$ cat config.mk
export PLATFORM = sky130hd
export DESIGN_NAME = seq_controller_flat
export DESIGN_NICKNAME = d
export VERILOG_FILES = /design/src/rtl/seq_controller_if.sv /design/src/rtl/seq_controller.sv /design/src/flat_wrapper.sv
export SDC_FILE = /design/constraint.sdc
export NUM_CORES = 1
export LEC_CHECK = 0
export BUFFER_PORTS_ARGS = -buffer_cell sky130_fd_sc_hd__clkbuf_2
export CAP_MARGIN = 20
export CORE_MARGIN = 5
export CORE_UTILIZATION = 55
export CTS_CLUSTER_DIAMETER = 200
export DETAILED_ROUTE_END_ITERATION = 16
export HOLD_SLACK_MARGIN = 0.1
export PLACE_DENSITY = 0.89
export SKIP_CTS_REPAIR_TIMING = 1
export SYNTH_ARGS = -nofsm -noshare
export SYNTH_HDL_FRONTEND = slang
export SYNTH_SLANG_ARGS = --single-unit
$ cat constraint.sdc
create_clock -name clk -period 2.5 [get_ports clk]
set_clock_uncertainty 0.2 [all_clocks]
set_input_delay 0.25 -clock clk [delete_from_list [all_inputs] [get_ports clk]]
set_output_delay 0.25 -clock clk [all_outputs]
set_load 0.05 [all_outputs]
$ cat src/rtl/seq_controller_if.sv
// Handshake bundle between seq_controller, its requester and its slave channels.
interface seq_controller_if #(
  parameter int unsigned NUM_CH = 4
);
  logic              start;
  logic              mode;
  logic [NUM_CH-1:0] done;
  logic [NUM_CH-1:0] trigger;
  logic              busy;
  logic              finished;
  logic              timeout_err;
  logic [3:0]        err_ch;

  modport master (
    output start, mode, done,
    input  trigger, busy, finished, timeout_err, err_ch
  );

  modport slave (
    input  start, mode, done,
    output trigger, busy, finished, timeout_err, err_ch
  );
endinterface

$ cat src/rtl/seq_controller.sv
// Run controller: fires slave channels one at a time or all together, waits for their
// done pulses with an optional per-trigger timeout, then reports completion.
module seq_controller #(
  parameter int unsigned NUM_CH  = 4,
  parameter int unsigned TIMEOUT = 64,
  parameter int unsigned CNT_W   = 8
) (
  input  logic            clk,
  input  logic            rst,
  seq_controller_if.slave bus
);
  typedef enum logic [2:0] {IDLE, TRIG, WAIT, FINISH, ERROR} state_t;

  localparam logic [NUM_CH-1:0] ALL  = '1;
  localparam logic [NUM_CH-1:0] ONE  = NUM_CH'(1);
  localparam logic [3:0]        LAST = 4'(NUM_CH - 1);

  state_t            r_state, w_state_nx;
  logic              r_mode, w_mode_nx;
  logic [3:0]        r_cur, w_cur_nx;
  logic [NUM_CH-1:0] r_mask, w_mask_nx;
  logic [NUM_CH-1:0] r_trig, w_trig_nx;
  logic [CNT_W-1:0]  r_cnt, w_cnt_nx;
  logic              r_terr, w_terr_nx;
  logic [3:0]        r_errch, w_errch_nx;
  logic [NUM_CH-1:0] w_acc;
  logic [3:0]        w_low;
  logic              w_low_found;
  logic              w_seq_done;
  logic              w_tmo;

  assign w_acc      = r_mask | bus.done;
  assign w_seq_done = |(bus.done & (ONE << r_cur));
  // The trigger cycle counts as cycle 0, so the last cycle that still accepts done is TIMEOUT-1.
  assign w_tmo      = (TIMEOUT != 0) && (32'(r_cnt) >= TIMEOUT - 1);

  always_comb begin
    w_low       = '0;
    w_low_found = 1'b0;
    for (int unsigned i = 0; i < NUM_CH; i++) begin
      if (!w_acc[i] && !w_low_found) begin
        w_low       = 4'(i);
        w_low_found = 1'b1;
      end
    end
  end

  always_comb begin
    w_state_nx = r_state;
    w_mode_nx  = r_mode;
    w_cur_nx   = r_cur;
    w_mask_nx  = r_mask;
    w_cnt_nx   = r_cnt;
    w_trig_nx  = '0;
    w_terr_nx  = r_terr;
    w_errch_nx = r_errch;
    unique case (r_state)
      IDLE: begin
        if (bus.start) begin
          w_state_nx = TRIG;
          w_mode_nx  = bus.mode;
          w_cur_nx   = '0;
          w_mask_nx  = '0;
          w_cnt_nx   = '0;
          w_terr_nx  = 1'b0;
          w_errch_nx = '0;
          w_trig_nx  = bus.mode ? ALL : ONE;
        end
      end
      TRIG, WAIT: begin
        w_state_nx = WAIT;
        w_cnt_nx   = r_cnt + 1'b1;
        if (!r_mode) begin
          if (w_seq_done) begin
            if (r_cur == LAST) begin
              w_state_nx = FINISH;
            end else begin
              w_state_nx = TRIG;
              w_cur_nx   = r_cur + 4'd1;
              w_cnt_nx   = '0;
              w_trig_nx  = ONE << (r_cur + 4'd1);
            end
          end else if (w_tmo) begin
            w_state_nx = ERROR;
            w_terr_nx  = 1'b1;
            w_errch_nx = r_cur;
          end
        end else begin
          w_mask_nx = w_acc;
          if (&w_acc) begin
            w_state_nx = FINISH;
          end else if (w_tmo) begin
            w_state_nx = ERROR;
            w_terr_nx  = 1'b1;
            w_errch_nx = w_low;
          end
        end
      end
      FINISH, ERROR: w_state_nx = IDLE;
      default:       w_state_nx = IDLE;
    endcase
  end

  always_ff @(posedge clk or posedge rst) begin
    if (rst) begin
      r_state <= IDLE;
      r_mode  <= 1'b0;
      r_cur   <= '0;
      r_mask  <= '0;
      r_trig  <= '0;
      r_cnt   <= '0;
      r_terr  <= 1'b0;
      r_errch <= '0;
    end else begin
      r_state <= w_state_nx;
      r_mode  <= w_mode_nx;
      r_cur   <= w_cur_nx;
      r_mask  <= w_mask_nx;
      r_trig  <= w_trig_nx;
      r_cnt   <= w_cnt_nx;
      r_terr  <= w_terr_nx;
      r_errch <= w_errch_nx;
    end
  end

  assign bus.trigger     = r_trig;
  assign bus.busy        = (r_state != IDLE);
  assign bus.finished    = (r_state == FINISH) || (r_state == ERROR);
  assign bus.timeout_err = r_terr;
  assign bus.err_ch      = r_errch;
endmodule
$ cat src/flat_wrapper.sv
// flat-port wrapper written by rule: the top's interface ports become plain ports
module seq_controller_flat 
#(
  parameter int unsigned NUM_CH  = 4,
  parameter int unsigned TIMEOUT = 64,
  parameter int unsigned CNT_W   = 8
)
  (clk, rst, bus_start, bus_mode, bus_done, bus_trigger, bus_busy, bus_finished, bus_timeout_err, bus_err_ch);
  seq_controller_if #(.NUM_CH(NUM_CH)) bus_i ();
  input  logic clk;
  input  logic rst;
  input wire logic [$bits(bus_i.start)-1:0] bus_start;
  input wire logic [$bits(bus_i.mode)-1:0] bus_mode;
  input wire logic [$bits(bus_i.done)-1:0] bus_done;
  output wire logic [$bits(bus_i.trigger)-1:0] bus_trigger;
  output wire logic [$bits(bus_i.busy)-1:0] bus_busy;
  output wire logic [$bits(bus_i.finished)-1:0] bus_finished;
  output wire logic [$bits(bus_i.timeout_err)-1:0] bus_timeout_err;
  output wire logic [$bits(bus_i.err_ch)-1:0] bus_err_ch;
  assign bus_i.start = bus_start;
  assign bus_i.mode = bus_mode;
  assign bus_i.done = bus_done;
  assign bus_trigger = bus_i.trigger;
  assign bus_busy = bus_i.busy;
  assign bus_finished = bus_i.finished;
  assign bus_timeout_err = bus_i.timeout_err;
  assign bus_err_ch = bus_i.err_ch;
  seq_controller #(.NUM_CH(NUM_CH), .TIMEOUT(TIMEOUT), .CNT_W(CNT_W)) u_core (.clk(clk), .rst(rst), .bus(bus_i));
endmodule
## Yosys cells after proc, flatten, opt, wreduce, memory -nomap -nowiden

Cells that the tools add are included.

- Flip-flop bits (word level): 29
- Bits in latches: 0
- Bits in writable memories: 0
- Bits in read-only memories: 0
- Output and inout bits: 11
- Logic and storage cells: 92
- Memories: 0

- $add $sub $neg: 2
- Multiply operators: 0
- Div/mod/pow operators: 0
- Magnitude comparators: 1
- Equality and inequality tests: 13
- Shifts and indexed selects: 2
- Muxes and demuxes: 43
- Bitwise gates (word level): 2
- Reduce and logical (&&, ||, !) cells: 21

Operators by type and width:

| cell | number |
|---|---|
| $mux W4 | 17 |
| $mux W8 | 4 |
| $pmux W4 S2 | 4 |
| $pmux W8 S2 | 1 |
| $mux W3 | 5 |
| $reduce_and A5 Y1 | 2 |
| $mux W1 | 9 |
| $add A8 B1 Y8 const B | 1 |
| $ge A8 B6 Y1 const B | 1 |
| $reduce_and A4 Y1 | 2 |
| $shl A1 B4 Y4 const A | 2 |
| $eq A3 B2 Y1 const B | 2 |
| $ne A2 B1 Y1 const B | 3 |
| $ne A2 B2 Y1 const B | 3 |
| $pmux W3 S2 | 1 |
| $logic_not A1 Y1 | 5 |
| $add A4 B1 Y4 const B | 1 |
| $and A4 B4 Y4 | 1 |
| $eq A4 B2 Y1 const B | 1 |
| $or A4 B4 Y4 | 1 |
| $reduce_and A2 Y1 | 2 |
| $reduce_or A4 Y1 | 1 |
| $eq A3 B1 Y1 const B | 1 |
| $eq A3 B3 Y1 const B | 1 |
| other kinds (11) | 13 |

## Longest topological paths before layout

Gate-level depths: netlist (run 1).

- Depth in word-level cells: 14
- Gate-level depth with buffers: 6
- Mapped depth without buffers: 5

## Worst setup path after synthesis (run 1)

Ideal clock, no wire load.

- Path kind: register -> output
- Start point: register u_core.r_state[1]
- End point: output bus_finished
- Data arrival time: 1.617 ns
- Slack: 0.433 ns
- Cell stages (with the launch flop): 4
- Path through: dfrtp_1 clkbuf_2 nand2_1 o21ai_0

- Longest elaborated chain between the ends: 2

Ends and longest elaborated chain:

| element | line | RTL |
|---|---|---|
| start: declaration | seq_controller.sv:18 | `state_t r_state, w_state_nx;` |
| start signal: assignment | seq_controller.sv:115 | `r_state <= w_state_nx;` |
| $eq A3 B2 Y1 or $eq A3 B3 Y1 (tied branches) | seq_controller.sv:128 | `assign bus.finished = (r_state == FINISH) \|\| (r_state == ERROR);` |
| $logic_or A1 B1 Y1 (*) | seq_controller.sv:128 |  |
| end: declaration | flat_wrapper.sv:17 | `output wire logic [$bits(bus_i.finished)-1:0] bus_finished;` |

Mark *: on every way between the ends. The rest lies on a longest branch, timed or not.

## Final worst setup path (run 1)

- Start point: input bus_done[2]
- End point: register u_core.r_cnt[6]

- Longest elaborated chain between the ends: 5

Ends and longest elaborated chain:

| element | line | RTL |
|---|---|---|
| start: declaration | flat_wrapper.sv:14 | `input wire logic [$bits(bus_i.done)-1:0] bus_done;` |
| $and A4 B4 Y4 | seq_controller.sv:33 | `assign w_seq_done = \|(bus.done & (ONE << r_cur));` |
| $reduce_or A4 Y1 | seq_controller.sv:33 |  |
| $mux W8 | seq_controller.sv:74 | `if (w_seq_done) begin` |
| $mux W8 | seq_controller.sv:73 | `if (!r_mode) begin` |
| $pmux W8 S2 | seq_controller.sv:57 | `unique case (r_state)` |
| end signal: assignment | seq_controller.sv:120 | `r_cnt <= w_cnt_nx;` |
| end: declaration | seq_controller.sv:23 | `logic [CNT_W-1:0] r_cnt, w_cnt_nx;` |

Every way passes these cells.
A chain may end at the register's enable or synchronous reset.

==> flow_summary.yaml, run 1 <==
floorplanning:
  placementRows: 18
  die_y_um: 61.0
  die_x_um: 61.0
  io_pins: 19
  initial_core_util: 0.578
  core_region_area_mm2: 0.00248
  dieArea_mm2: 0.00373
cells_and_area:
  antenna_cells: 0
  area_growth_pct: 14.2
  nets: 173
  fillCellCount: 203
  seqCellArea_um2: 726
  utilization: 0.661
  multi_input_area_um2: 657
  drive_above_1_share: 0.232
clocking:
  clock_tree.buffer_depth: 2
  cts.htree.levels: 2
  cts_tree: "done"
  cts_made_buffers: 5
  insertion_delay_ps: 320
  cts.reportedPaths.clkPinSlew_ps: 80
  clkSinkCount: 29
  cts_root_buffer: "clkbuf_4"
synth:
  ys_types: 42
  syn_area_mm2: 0.00143
  yosysSeqAreaShare: 0.507
  syn_inst: 137
  ys.flop_type: "dfrtp_1"
  syn_area_per_cell_um2: 10.5
  ys_ff_latch: 29
  ys.warnings.count: 0
  synthArstFlopShare: 1.00
  synth_nets: 147
  synth-edff-count: 0
worst_setup_path:
  cp_cell_sequence: "dlygate4sd3_1, clkbuf_2, mux4_2, a211o_2, nor4_1, a21o_1"
  reg2reg_from: "u_core.r_cur[0]"
  slowest_delay_ps: 540
  slowest_stage: "dlygate4sd3_1"
  worst_r2r_endpoint: "u_core.r_cnt[6]"
  crit_path_end_kind: "register"
  required_ps: 2570
  reg2regPathDepth: 4
  worstPathArrival_ps: 2340
  startpoint_type: "input port"
  crit_type: "in -> reg"
  r2r_setup_slack_ps: 320
  path_max_fanout: 14
detailed_routing:
  antenna_left: 0
  viasPerCell: 6.08
  vias: 1179
  drt_iter0_drc: 70
  wl_met2_mm: 1.58
  met1Wirelength_mm: 1.27
  wl_per_cell_um: 16.0
  top_layer: "met4"
  drtPass1Iterations: 4
  drt_wl_total_mm: 3.10
  wl_met3_um: 142
  drc: 0
global_route:
  grt_pass1_vias: 1208
  grt_max_degree: 30
  antenna_found_initial: 0
  grt_usage: 0.187
  grt_first_pass_wirelength_mm: 5.06
  grt-ovfl-total: 0
sta:
  worstMarginPinSlew_ps: 935
  finalSetupTns_ps: 0
  hold_viol_final: 0
  period_needed_ps: 2270
  setup_viol: 0
  rsz0062_at_grt: "no"
  fmaxAchievable_mhz: 440
  relSlewSlack: 0.371
  slew_viol_final: 0
  timing.final.crit_share: 0.909
worst_hold_path:
  hold_class: "in -> reg"
  hold-path-endpoint: "u_core.r_mask[0]"
  hold_path.startpoint: "bus_done[0]"
  hold_depth: 3
placed_design:
  dp_hpwl_mm: 2.32
  place_congestion: 0.872
  numPortBuffers: 18
flow_run:
  cap_violations: 0
run_status:
  status: "complete, no violations"
power_and_ir_drop:
  pwr_density_cell_mw_per_mm2: 1150
  vdd_drop_max_v: 0.000767
  p_leak_nw: 0.815
## synthesized netlist by cell type, types with 2 or more instances
cell	count	area (um^2)
nand2_1	10	37.5
ha_1	2	25.0
nor3b_2	2	25.0
nand3_1	3	15.0
a21oi_1	2	10.0
mux2i_1	2	20.0
xnor2_1	2	17.5
o21ai_0	11	55.1
buf_2	3	15.0
and2_1	2	12.5
and3_1	4	25.0
or2_2	2	12.5
o21ai_1	2	10.0
nor4b_1	2	17.5
dfrtp_1	29	726
a21o_1	6	45.0
nor4_1	4	25.0
inv_1	4	15.0
nand4_1	2	12.5
nor3_1	2	10.0
a31oi_1	5	31.3
a32o_1	2	20.0
nor2_1	13	48.8
a22o_1	2	17.5
o31ai_1	2	15.0
## worst max path at each step
stage	slack, ps	cells past startpoint	endpoint	start
2_1_floorplan	430	3	bus_finished	u_core.r_state[1]
3_3_place_gp	420	4	u_core.r_cur[1]	u_core.r_cur[0]
3_5_place_dp	360	4	u_core.bus.err_ch[0]	u_core.r_state[0]
4_1_cts	330	4	u_core.bus.err_ch[0]	u_core.r_state[0]
5_1_grt	50	6	u_core.r_cnt[6]	bus_done[2]
6_report	230	6	u_core.r_cnt[6]	bus_done[2]
## sequential cells by signal, summed over array words and instances (netlist names)
name,flops
u_core.r_mode,1
u_core.r_mask,4
u_core.bus.trigger,4
u_core.r_cur,4
u_core.bus.timeout_err,1
u_core.bus.err_ch,4
u_core.r_cnt,8
u_core.r_state,3
## worst max-delay path: cells and delay by family
family | cells | cell delay (ps)
compound gates | 2 | 550
buf+inv | 2 | 690
mux | 1 | 520
simple gates | 1 | 330
## where the power goes
part / internal (mW) / switching (mW) / leakage, nW
Clock: 0.112 / 0.149 / 0.0265
Combinational: 0.322 / 0.598 / 0.399
Sequential: 0.575 / 0.128 / 0.389
## logic make-up (layout without fill, tap and decap cells)
family                     after synthesis  after routing  synth area share
adders and majority gates                2              2            0.0175
DFF                                     29             29             0.507
AOI/OAI and AO/OA                       39             39             0.190
and+or+nand+nor                         50             50             0.190
muxes                                    4              4            0.0376
buffers and inverters                   10             37            0.0349
xor gates and xnor gates                 3              3            0.0236
## routing by layer
layer / track usage / up-vias
met1: 0.206 / 575
met2: 0.311 / 29
met4: 0.118 / 0
met3: 0.0587 / 14
met5: 0 / -
li1: - / 561
## per-stage QoR
stage                     hold WS (ps)  instances  cell area [um^2]  power, mW  setup slack [ps]
final                              107        194              1640       1.88               228
after global routing               122        194              1640       2.02              51.6
after CTS                         -236        190              1600       1.89               331
after detailed placement           115        182              1550       1.63               356
after global placement             106        182              1550       1.58               422
after floorplan                    128        137              1430       1.43               433
## cell type report
| type | count | share of cell area |
|---|---|---|
| clock buffer | 8 | 0.0298 |
| inverter | 4 | 0.00917 |
| multi-input combinational | 98 | 0.401 |
| sequential | 29 | 0.443 |
| tap | 30 | 0.0229 |
| timing repair buffer | 25 | 0.0933 |
## cell usage in the layout (no fill, tap or decap), drive strengths merged, types with 2 or more instances in the layout
| cell | n |
|---|---|
| nor3b | 2 |
| nand2 | 10 |
| a32o | 2 |
| a31oi | 5 |
| clkbuf | 26 |
| mux2i | 2 |
| a21o | 6 |
| dlygate4sd3 | 4 |
| a21oi | 2 |
| o21ai | 13 |
| a22o | 2 |
| inv | 4 |
| nand4 | 2 |
| nor4 | 4 |
| buf | 3 |
| or2 | 2 |
| nor2 | 13 |
| and2 | 3 |
| nor3 | 3 |
| o31ai | 2 |
| ha | 2 |
| and3 | 4 |
| nand3 | 3 |
| nor4b | 2 |
| dfrtp | 29 |
| xnor2 | 3 |
Power figures use the tool's default switching activity.
==> inputs of run 2 (changes only) <==
Settings changed: CORE_ASPECT_RATIO set to 0.8, SLEW_MARGIN set to 20.
==> run 2 against run 1 <==
  * Via count grew 2.3%
  * Worst hold slack better by 32 ps
  * Final area rose by 4.2%
  * Clock power rose by 52%
  * Die area grew 0.18%
  * Sequential share of layout area decreased by 1.8 points
  * Power is 9.9% higher
  * Count of clock-buffer cells in the layout decreased by 1
  * Combinational power is 5.2% higher
  * Non-clock buffer count up 3
  * Critical path type unchanged
  * Critical endpoint unchanged
  * Largest cell class unchanged
  * Largest power group unchanged
  * Highest routed layer unchanged
==> flow_summary.yaml, run 2 (synthesis gave the netlist of run 1 again) <==
clocking:
  cts_root_buffer: "clkbuf_4"
  cts_made_buffers: 5
  cts_tree: "done"
  cts.htree.levels: 2
  insertion_delay_ps: 330
  cts.reportedPaths.clkPinSlew_ps: 90
  clock_tree.buffer_depth: 2
  clkSinkCount: 29
detailed_routing:
  wl_per_cell_um: 15.8
  viasPerCell: 5.94
  drt_iter0_drc: 103
  vias: 1206
  drt_wl_total_mm: 3.20
  drtPass1Iterations: 6
  drc: 0
  antenna_left: 0
sta:
  rsz0062_at_grt: "no"
  holdWs_ps: 139
  worstMarginPinSlew_ps: 489
  fmaxAchievable_mhz: 448
  slew_viol_final: 0
  relSlewSlack: 0.671
  timing.final.crit_share: 0.893
  finalSetupTns_ps: 0
  setup_viol: 0
  hold_viol_final: 0
  period_needed_ps: 2230
cells_and_area:
  utilization: 0.693
  antenna_cells: 0
  multi_input_area_um2: 657
  final_common_cell: "dfrtp_1"
  fillCellCount: 203
  largest_reg_flops: 8
  nets: 176
  drive_above_1_share: 0.251
  top_register: "u_core.r_cnt"
  seqCellArea_um2: 726
  final_cell_mix: "dfrtp_1 (29), clkbuf_2 (18), nor2_1 (13), o21ai_0 (11), nand2_1 (10)"
  area_growth_pct: 19.0
worst_setup_path:
  startpoint: "bus_done[2]"
  path_max_fanout: 14
  reg2reg_from: "u_core.r_cur[0]"
  startpoint_type: "input port"
  required_ps: 2570
  crit_path_end_kind: "register"
  crit_type: "in -> reg"
  worstPathArrival_ps: 2300
global_route:
  grt_pass1_vias: 1098
  grt_first_pass_wirelength_mm: 4.95
  grt-ovfl-total: 0
  antenna_found_initial: 0
  grt_usage: 0.177
  grt_max_degree: 30
floorplanning:
  dieArea_mm2: 0.00373
  die_y_um: 55.7
  io_pins: 19
  placementRows: 16
  initial_core_util: 0.582
  core_region_area_mm2: 0.00246
  die_x_um: 67.1
power_and_ir_drop:
  vdd_drop_max_v: 0.000489
  pwr_density_cell_mw_per_mm2: 1210
  p_leak_nw: 0.848
worst_hold_path:
  hold_class: "in -> reg"
  hold_path.startpoint: "bus_done[3]"
flow_run:
  cap_violations: 0
run_status:
  status: "complete, no violations"
placed_design:
  place_congestion: 0.882
  numPortBuffers: 18
  dp_hpwl_mm: 2.34
## run 2: changes by cell type in the layout (fill, tap and decap cells not counted)
cell / previous run / this run
dlygate4sd3_1: 4 / 5
clkbuf_8: 0 / 1
clkbuf_1: 3 / 1
bufinv_16: 0 / 1
buf_4: 3 / 5
## run 2: metrics by stage
step / area, um^2 / power (mW) / setup slack (ps) / instances
2_1_floorplan: 1430 / 1.43 / 433 / 137
3_3_place_gp: 1570 / 1.62 / 436 / 190
3_5_place_dp: 1570 / 1.66 / 355 / 190
4_1_cts: 1660 / 2.06 / 334 / 198
5_1_grt: 1710 / 2.20 / 217 / 203
6_report: 1710 / 2.07 / 267 / 203
## run 2: power by group
part	internal [mW]	leakage, nW	switching, mW
clock network	0.239	0.0455	0.158
logic	0.343	0.413	0.626
registers	0.575	0.389	0.131
total	1.16	0.848	0.915
## run 2: final timing paths
check / slack [ps] / cells past startpoint / end
max: 270 / 6 / u_core.r_cnt[6]
min in group asynchronous: 310 / 4 / u_core.r_state[0]
max reg2reg: 330 / 4 / u_core.r_cnt[6]
min: 140 / 3 / u_core.r_mask[3]
max in group asynchronous: 1530 / 4 / u_core.r_cnt[5]
min reg2reg: 310 / 1 / u_core.bus.err_ch[3]
## run 2: cell type report
cell class                      instances  area share
Clock buffer                            7      0.0323
Clock inverter                          1      0.0176
Multi-Input combinational cell         98       0.385
Timing Repair Buffer                   28       0.104
Sequential cell                        29       0.426
Inverter                                4     0.00880
Tap cell                               36      0.0264
## run 2: critical path: stages
cell and delay, ps:
dlygate4sd3_1 540, clkbuf_2 150, mux4_2 520, a211o_2 430, nor4_1 310, a21o_1 120
## run 2: metal layers
| metal | vias to the layer above | global-route usage | routed length, um |
|---|---|---|---|
| met1 | 580 | 0.244 | 1410 |
| li1 | 568 | - | - |
| met3 | 4 | 0.0566 | 274 |
| met4 | 0 | 0.0694 | 29 |
| met5 | - | 0 | 0 |
| met2 | 54 | 0.255 | 1490 |
